$ cat src/rtl/fazyrv_pc_seq_if.sv
// Handshake and serial-datapath bundle between core control,
// the PC register and the PC rotation sequencer.
interface fazyrv_pc_seq_if #(
    parameter int BWIDTH = 8
);
    logic              start_i;
    logic [1:0]        sel_i;
    logic [BWIDTH-1:0] tgt_ser_i;
    logic [31:0]       mtvec_i;
    logic [BWIDTH-1:0] pc_ser_i;
    logic [BWIDTH-1:0] pc_ser_inc_i;
    logic              pc_shift_o;
    logic              pc_inc_o;
    logic [BWIDTH-1:0] pc_din_o;
    logic              ready_o;
    logic              done_o;
    logic              misalign_o;

    modport slave (
        input  start_i, sel_i, tgt_ser_i, mtvec_i,
        input  pc_ser_i, pc_ser_inc_i,
        output pc_shift_o, pc_inc_o, pc_din_o,
        output ready_o, done_o, misalign_o
    );

    modport master (
        output start_i, sel_i, tgt_ser_i, mtvec_i,
        output pc_ser_i, pc_ser_inc_i,
        input  pc_shift_o, pc_inc_o, pc_din_o,
        input  ready_o, done_o, misalign_o
    );
endinterface

$ cat src/rtl/fazyrv_pc_seq.sv
// Runs one 32-bit rotation of the bit-serial PC register, LSB
// chunk first, selecting PC+4, jump target, trap vector or hold.
module fazyrv_pc_seq #(
    parameter int BWIDTH = 8
) (
    input logic             clk_i,
    input logic             rst_in,
    fazyrv_pc_seq_if.slave  bus
);
    localparam int CHUNKS = 32 / BWIDTH;
    localparam int CW = (CHUNKS > 1) ? $clog2(CHUNKS) : 1;
    localparam logic [CW-1:0] LAST = CW'(CHUNKS - 1);
    localparam int MB = (BWIDTH > 1) ? 1 : 0;

    typedef enum logic [1:0] {IDLE, SHIFT, DONE} state_t;
    typedef enum logic [1:0] {
        SEL_PC4, SEL_JUMP, SEL_TRAP, SEL_HOLD
    } sel_t;

    state_t      state_q;
    sel_t        sel_q;
    logic [CW-1:0] cnt_q;
    logic        mis_q;
    logic [31:0] vec_q;
    logic        ready_q, shift_q, inc_q, done_q, misout_q;

    logic              mis_hit;
    logic [BWIDTH-1:0] keep1, keep2;
    logic [BWIDTH-1:0] din;

    // Target bit1 arrives in chunk 0, or alone in chunk 1 when serial.
    if (BWIDTH == 1) begin : g_mis1
        assign mis_hit = (cnt_q == CW'(1)) & bus.tgt_ser_i[0];
    end else begin : g_misn
        assign mis_hit = (cnt_q == '0) & bus.tgt_ser_i[MB];
    end

    always_comb begin
        keep1 = '1;
        keep2 = '1;
        for (int j = 0; j < BWIDTH; j++) begin
            if (int'(cnt_q) * BWIDTH + j < 1) keep1[j] = 1'b0;
            if (int'(cnt_q) * BWIDTH + j < 2) keep2[j] = 1'b0;
        end
    end

    always_comb begin
        din = '0;
        if (state_q == SHIFT) begin
            unique case (sel_q)
                SEL_PC4:  din = bus.pc_ser_inc_i;
                SEL_JUMP: din = bus.tgt_ser_i & keep1;
                SEL_TRAP: din = vec_q[BWIDTH-1:0] & keep2;
                SEL_HOLD: din = bus.pc_ser_i;
            endcase
        end
    end

    always_ff @(posedge clk_i) begin
        if (!rst_in) begin
            state_q  <= IDLE;
            sel_q    <= SEL_PC4;
            cnt_q    <= '0;
            mis_q    <= 1'b0;
            vec_q    <= '0;
            ready_q  <= 1'b1;
            shift_q  <= 1'b0;
            inc_q    <= 1'b0;
            done_q   <= 1'b0;
            misout_q <= 1'b0;
        end else begin
            inc_q    <= 1'b0;
            done_q   <= 1'b0;
            misout_q <= 1'b0;
            unique case (state_q)
                IDLE: begin
                    ready_q <= 1'b1;
                    shift_q <= 1'b0;
                    if (bus.start_i) begin
                        state_q <= SHIFT;
                        sel_q   <= sel_t'(bus.sel_i);
                        vec_q   <= bus.mtvec_i;
                        cnt_q   <= '0;
                        mis_q   <= 1'b0;
                        ready_q <= 1'b0;
                        shift_q <= 1'b1;
                        inc_q   <= (bus.sel_i == 2'd0);
                    end
                end
                SHIFT: begin
                    cnt_q <= cnt_q + 1'b1;
                    vec_q <= vec_q >> BWIDTH;
                    if (sel_q == SEL_JUMP && mis_hit) mis_q <= 1'b1;
                    if (cnt_q == LAST) begin
                        state_q  <= DONE;
                        shift_q  <= 1'b0;
                        done_q   <= 1'b1;
                        misout_q <= mis_q
                            | ((sel_q == SEL_JUMP) & mis_hit);
                    end
                end
                DONE: begin
                    state_q <= IDLE;
                    ready_q <= 1'b1;
                end
                default: state_q <= IDLE;
            endcase
        end
    end

    assign bus.pc_shift_o = shift_q;
    assign bus.pc_inc_o   = inc_q;
    assign bus.pc_din_o   = din;
    assign bus.ready_o    = ready_q;
    assign bus.done_o     = done_q;
    assign bus.misalign_o = misout_q;
endmodule

$ cat src/flat_wrapper.sv
// flat-port wrapper written by rule: the top's interface ports become plain ports
module fazyrv_pc_seq_flat 
#(
    parameter int BWIDTH = 8
)
  (clk_i, rst_in, bus_start_i, bus_sel_i, bus_tgt_ser_i, bus_mtvec_i, bus_pc_ser_i, bus_pc_ser_inc_i, bus_pc_shift_o, bus_pc_inc_o, bus_pc_din_o, bus_ready_o, bus_done_o, bus_misalign_o);
  fazyrv_pc_seq_if #(.BWIDTH(BWIDTH)) bus_i ();
  input logic clk_i;
  input logic rst_in;
  input wire logic [$bits(bus_i.start_i)-1:0] bus_start_i;
  input wire logic [$bits(bus_i.sel_i)-1:0] bus_sel_i;
  input wire logic [$bits(bus_i.tgt_ser_i)-1:0] bus_tgt_ser_i;
  input wire logic [$bits(bus_i.mtvec_i)-1:0] bus_mtvec_i;
  input wire logic [$bits(bus_i.pc_ser_i)-1:0] bus_pc_ser_i;
  input wire logic [$bits(bus_i.pc_ser_inc_i)-1:0] bus_pc_ser_inc_i;
  output wire logic [$bits(bus_i.pc_shift_o)-1:0] bus_pc_shift_o;
  output wire logic [$bits(bus_i.pc_inc_o)-1:0] bus_pc_inc_o;
  output wire logic [$bits(bus_i.pc_din_o)-1:0] bus_pc_din_o;
  output wire logic [$bits(bus_i.ready_o)-1:0] bus_ready_o;
  output wire logic [$bits(bus_i.done_o)-1:0] bus_done_o;
  output wire logic [$bits(bus_i.misalign_o)-1:0] bus_misalign_o;
  assign bus_i.start_i = bus_start_i;
  assign bus_i.sel_i = bus_sel_i;
  assign bus_i.tgt_ser_i = bus_tgt_ser_i;
  assign bus_i.mtvec_i = bus_mtvec_i;
  assign bus_i.pc_ser_i = bus_pc_ser_i;
  assign bus_i.pc_ser_inc_i = bus_pc_ser_inc_i;
  assign bus_pc_shift_o = bus_i.pc_shift_o;
  assign bus_pc_inc_o = bus_i.pc_inc_o;
  assign bus_pc_din_o = bus_i.pc_din_o;
  assign bus_ready_o = bus_i.ready_o;
  assign bus_done_o = bus_i.done_o;
  assign bus_misalign_o = bus_i.misalign_o;
  fazyrv_pc_seq #(.BWIDTH(BWIDTH)) u_core (.clk_i(clk_i), .rst_in(rst_in), .bus(bus_i));
endmodule
$ cat config.mk
export PLATFORM = sky130hd
export DESIGN_NAME = fazyrv_pc_seq_flat
export DESIGN_NICKNAME = d
export VERILOG_FILES = /design/src/rtl/fazyrv_pc_seq_if.sv /design/src/rtl/fazyrv_pc_seq.sv /design/src/flat_wrapper.sv
export SDC_FILE = /design/constraint.sdc
export NUM_CORES = 1
export LEC_CHECK = 0
export ABC_AREA = 1
export CAP_MARGIN = 25
export CORE_MARGIN = 8
export CORE_UTILIZATION = 50
export DETAILED_ROUTE_END_ITERATION = 10
export GPL_ROUTABILITY_DRIVEN = 0
export PLACE_DENSITY = 0.85
export SYNTH_ARGS = -nofsm -noshare
export SYNTH_HDL_FRONTEND = slang
export SYNTH_SLANG_ARGS = --single-unit
$ cat constraint.sdc
create_clock -name clk_i -period 1.8 [get_ports clk_i]
set_input_delay 0.27 -clock clk_i [delete_from_list [all_inputs] [get_ports clk_i]]
set_output_delay 0.27 -clock clk_i [all_outputs]
set_load 0.02 [all_outputs]
==> impl_metrics.csv <==
group,metric,value,unit
sta,fmax,588,MHz
route,drt-vias-per-instance,4.81,
die,die_area,0.00711,mm^2
setup_path,cp_cell_sequence,"inv_2 > nor2_4 > o21ai_0 > nor2_1 > clkdlybuf4s15_2",
sta,holdWs,0.463,ns
die,row_count,25,
setup_path,slowest_delay,0.36,ns
global_route,grt-ovfl-total,0,
setup_path,rrSetupSlack,0.30,ns
min_path,min_path_type,"reg -> reg",
sta,tightest_slew,0.462,ns
pwr,p_leak,0.00159,uW
final_layout,drive_gt1_share,9.32,%
final_layout,multi_input_area,0.00112,mm^2
setup_path,r2r_cells,8,
route,drt_iter0_markers,134,
synth,synth_fp_nets,457,
synth,yosysSeqAreaShare,37.7,%
setup_path,endpoint,"bus_pc_din_o[2]",
min_path,worstHoldStart,"u_core.vec_q[31]",
route,drc_errors,0,
final_layout,regArea,888,um^2
clock_tree,htreeDepth,2,
final_layout,fill_cells,420,
sta,finalSetupViolCount,0,
global_route,grt_usage,17.2,%
sta,grt_setup_unrepaired,"no",
clock_tree,clock_latency,0.29,ns
sta,slew_viol_final,0,
job,drv_cap,0,
clock_tree,cts_made_buffers,5,
global_route,grt_max_degree,49,
place,place_area,0.00316,mm^2
die,io_pins,74,
sta,hold_viol_final,0,
synth,synth_cells,394,
synth,ys_types,17,
place,port_buffers,73,
setup_path,reg2reg_from,"u_core.state_q[0]",
clock_tree,cts_tree,"done",
place,dp_hpwl,4780,um
final_layout,area_growth,38.5,%
synth,avgSynthCellArea,5.93,um^2
setup_path,required,1.53,ns
route,detail-route-antenna-nets,0,
synth,syn_area,0.00234,mm^2
sta,fin_skew,0.00244,ns
global_route,grt_pass1_vias,2354,
clock_tree,clock_path_buffers,2,
final_layout,final_cell_area,0.00323,mm^2
route,wl_per_cell,11.8,um
sta,fin_ws,0.100,ns
setup_path,rr_endpoint,"u_core.vec_q[4]",
die,design.core.area,0.00460,mm^2
route,num_vias,2528,
sta,min_period_over_period,94.4,%
place,dp_worst_setup_slack,-0.127,ns
global_route,antenna_found_initial,0,
global_route,grt_pass1_wl,10400,um
die,dieWidth,84.4,um
setup_path,end_kind,"primary output",
setup_path,slowest_stage,"dfxtp_1",
synth,yosys_warnings,0,
route,dr.pass1.iters,4,
setup_path,cp.arrival,1.43,ns
setup_path,path_class,"reg -> out",
setup_path,crit_start,"u_core.state_q[0]",
clock_tree,cts_resized,27,
clock_tree,hold_buffers,0,
pwr,peakVddDrop,423,uV
sta,period_needed,1.70,ns
die,start_util,50.8,%
clock_tree,cts_setup_buffers,0,
synth,synth-seq-cells,44,
clock_tree,ctsRootBufferMaster,"clkbuf_8",
final_layout,antenna_cells,0,
clock_tree,clk_transition_reported_paths,0.08,ns
pwr,power_density,696,mW/mm^2
sta,relSlewSlack,69.2,%
setup_path,worstSetupStartpointType,"register",
final_layout,nNetsFinal,534,
clock_tree,clock_sinks,44,
setup_path,worstPathMaxFanout,9,
final_layout,final_common_cell,"nand2_1",
outcome,outcome,"completed",
final_layout,final_cell_mix,"nand2_1, clkdlybuf4s50_1, inv_1",
die,die_h,84.4,um
route,wl,6220,um
[cells by family after synthesis]
kind of cell	count (synthesis)	share of synthesized area [%]
fa+ha+maj	2	1.07
flops	44	37.7
buf+inv	84	15.1
simple gates	232	39.2
compound gates	32	6.91
[layout make-up]
class / instances / share of cell area [%]
Clock buffer: 8 / 2.79
Inverter: 67 / 7.78
Multi-Input combinational cell: 266 / 34.7
Sequential cell: 44 / 27.5
Tap cell: 54 / 2.09
Timing Repair Buffer: 87 / 25.2
[power breakdown]
group / internal (uW) / leakage (uW) / switching (uW)
logic: 265 / 0.00118 / 291
clock network: 313 / 0.0000455 / 314
registers: 1040 / 0.000364 / 28.3
total: 1620 / 0.00159 / 633
[cells in the mapped netlist]
master,number,area [um^2]
inv_1,63,236
nand2_1,144,541
a31oi_1,1,6.26
dfxtp_1,44,881
inv_2,4,15.0
nand3_1,7,35.0
nand2_2,2,12.5
o21ai_0,17,85.1
buf_2,6,30.0
nor2_2,1,6.26
nor3_1,23,115
buf_4,4,30.0
clkbuf_1,5,18.8
nor2_1,55,206
buf_6,2,22.5
ha_1,2,25.0
a21oi_1,14,70.1
[per-stage QoR]
| stage | TNS [ns] | instances | utilization [%] | total power [uW] |
|---|---|---|---|---|
| 2_1_floorplan | 0 | 394 | - | 1400 |
| 3_3_place_gp | -0.470 | 518 | 68.6 | 1640 |
| 3_5_place_dp | -0.779 | 518 | 68.6 | 1650 |
| 4_1_cts | 0 | 526 | 70.8 | 2260 |
| 5_1_grt | 0 | 526 | 70.3 | 2380 |
| 6_report | 0 | 526 | 70.3 | 2250 |
[sequential cells by signal (all words and copies together), names as in the netlist]
signal and count:
u_core.bus.done_o 1, u_core.bus.ready_o 1, u_core.state_q 2, u_core.bus.pc_shift_o 1
u_core.cnt_q 2, u_core.vec_q 32, u_core.bus.pc_inc_o 1, u_core.bus.misalign_o 1
u_core.mis_q 1, u_core.sel_q 2
[critical path: cells and delay by family (launching register included)]
family / cells / cell delay (ns)
buffers and inverters: 2 / 0.33
flip-flops: 1 / 0.36
AO/OA/AOI/OAI: 1 / 0.14
AND/OR/NAND/NOR: 2 / 0.32
[layer usage]
layer	share of wire [%]	up-vias	track usage [%]
met5	0	-	0
met4	0.92	0	4.01
met3	5.9	6	5.23
met2	47	84	30.1
met1	47	1115	19.8
li1	-	1323	-
[worst min path at each step]
stage,endpoint,slack (ns),cells after the start
floorplan,u_core.bus.pc_inc_o,0.35,1
global placement,u_core.vec_q[26],0.45,2
detailed placement,u_core.vec_q[25],0.46,2
CTS,u_core.vec_q[25],0.47,2
global route,u_core.vec_q[25],0.48,2
finish,u_core.vec_q[31],0.46,2
Power figures use the tool's default switching activity.
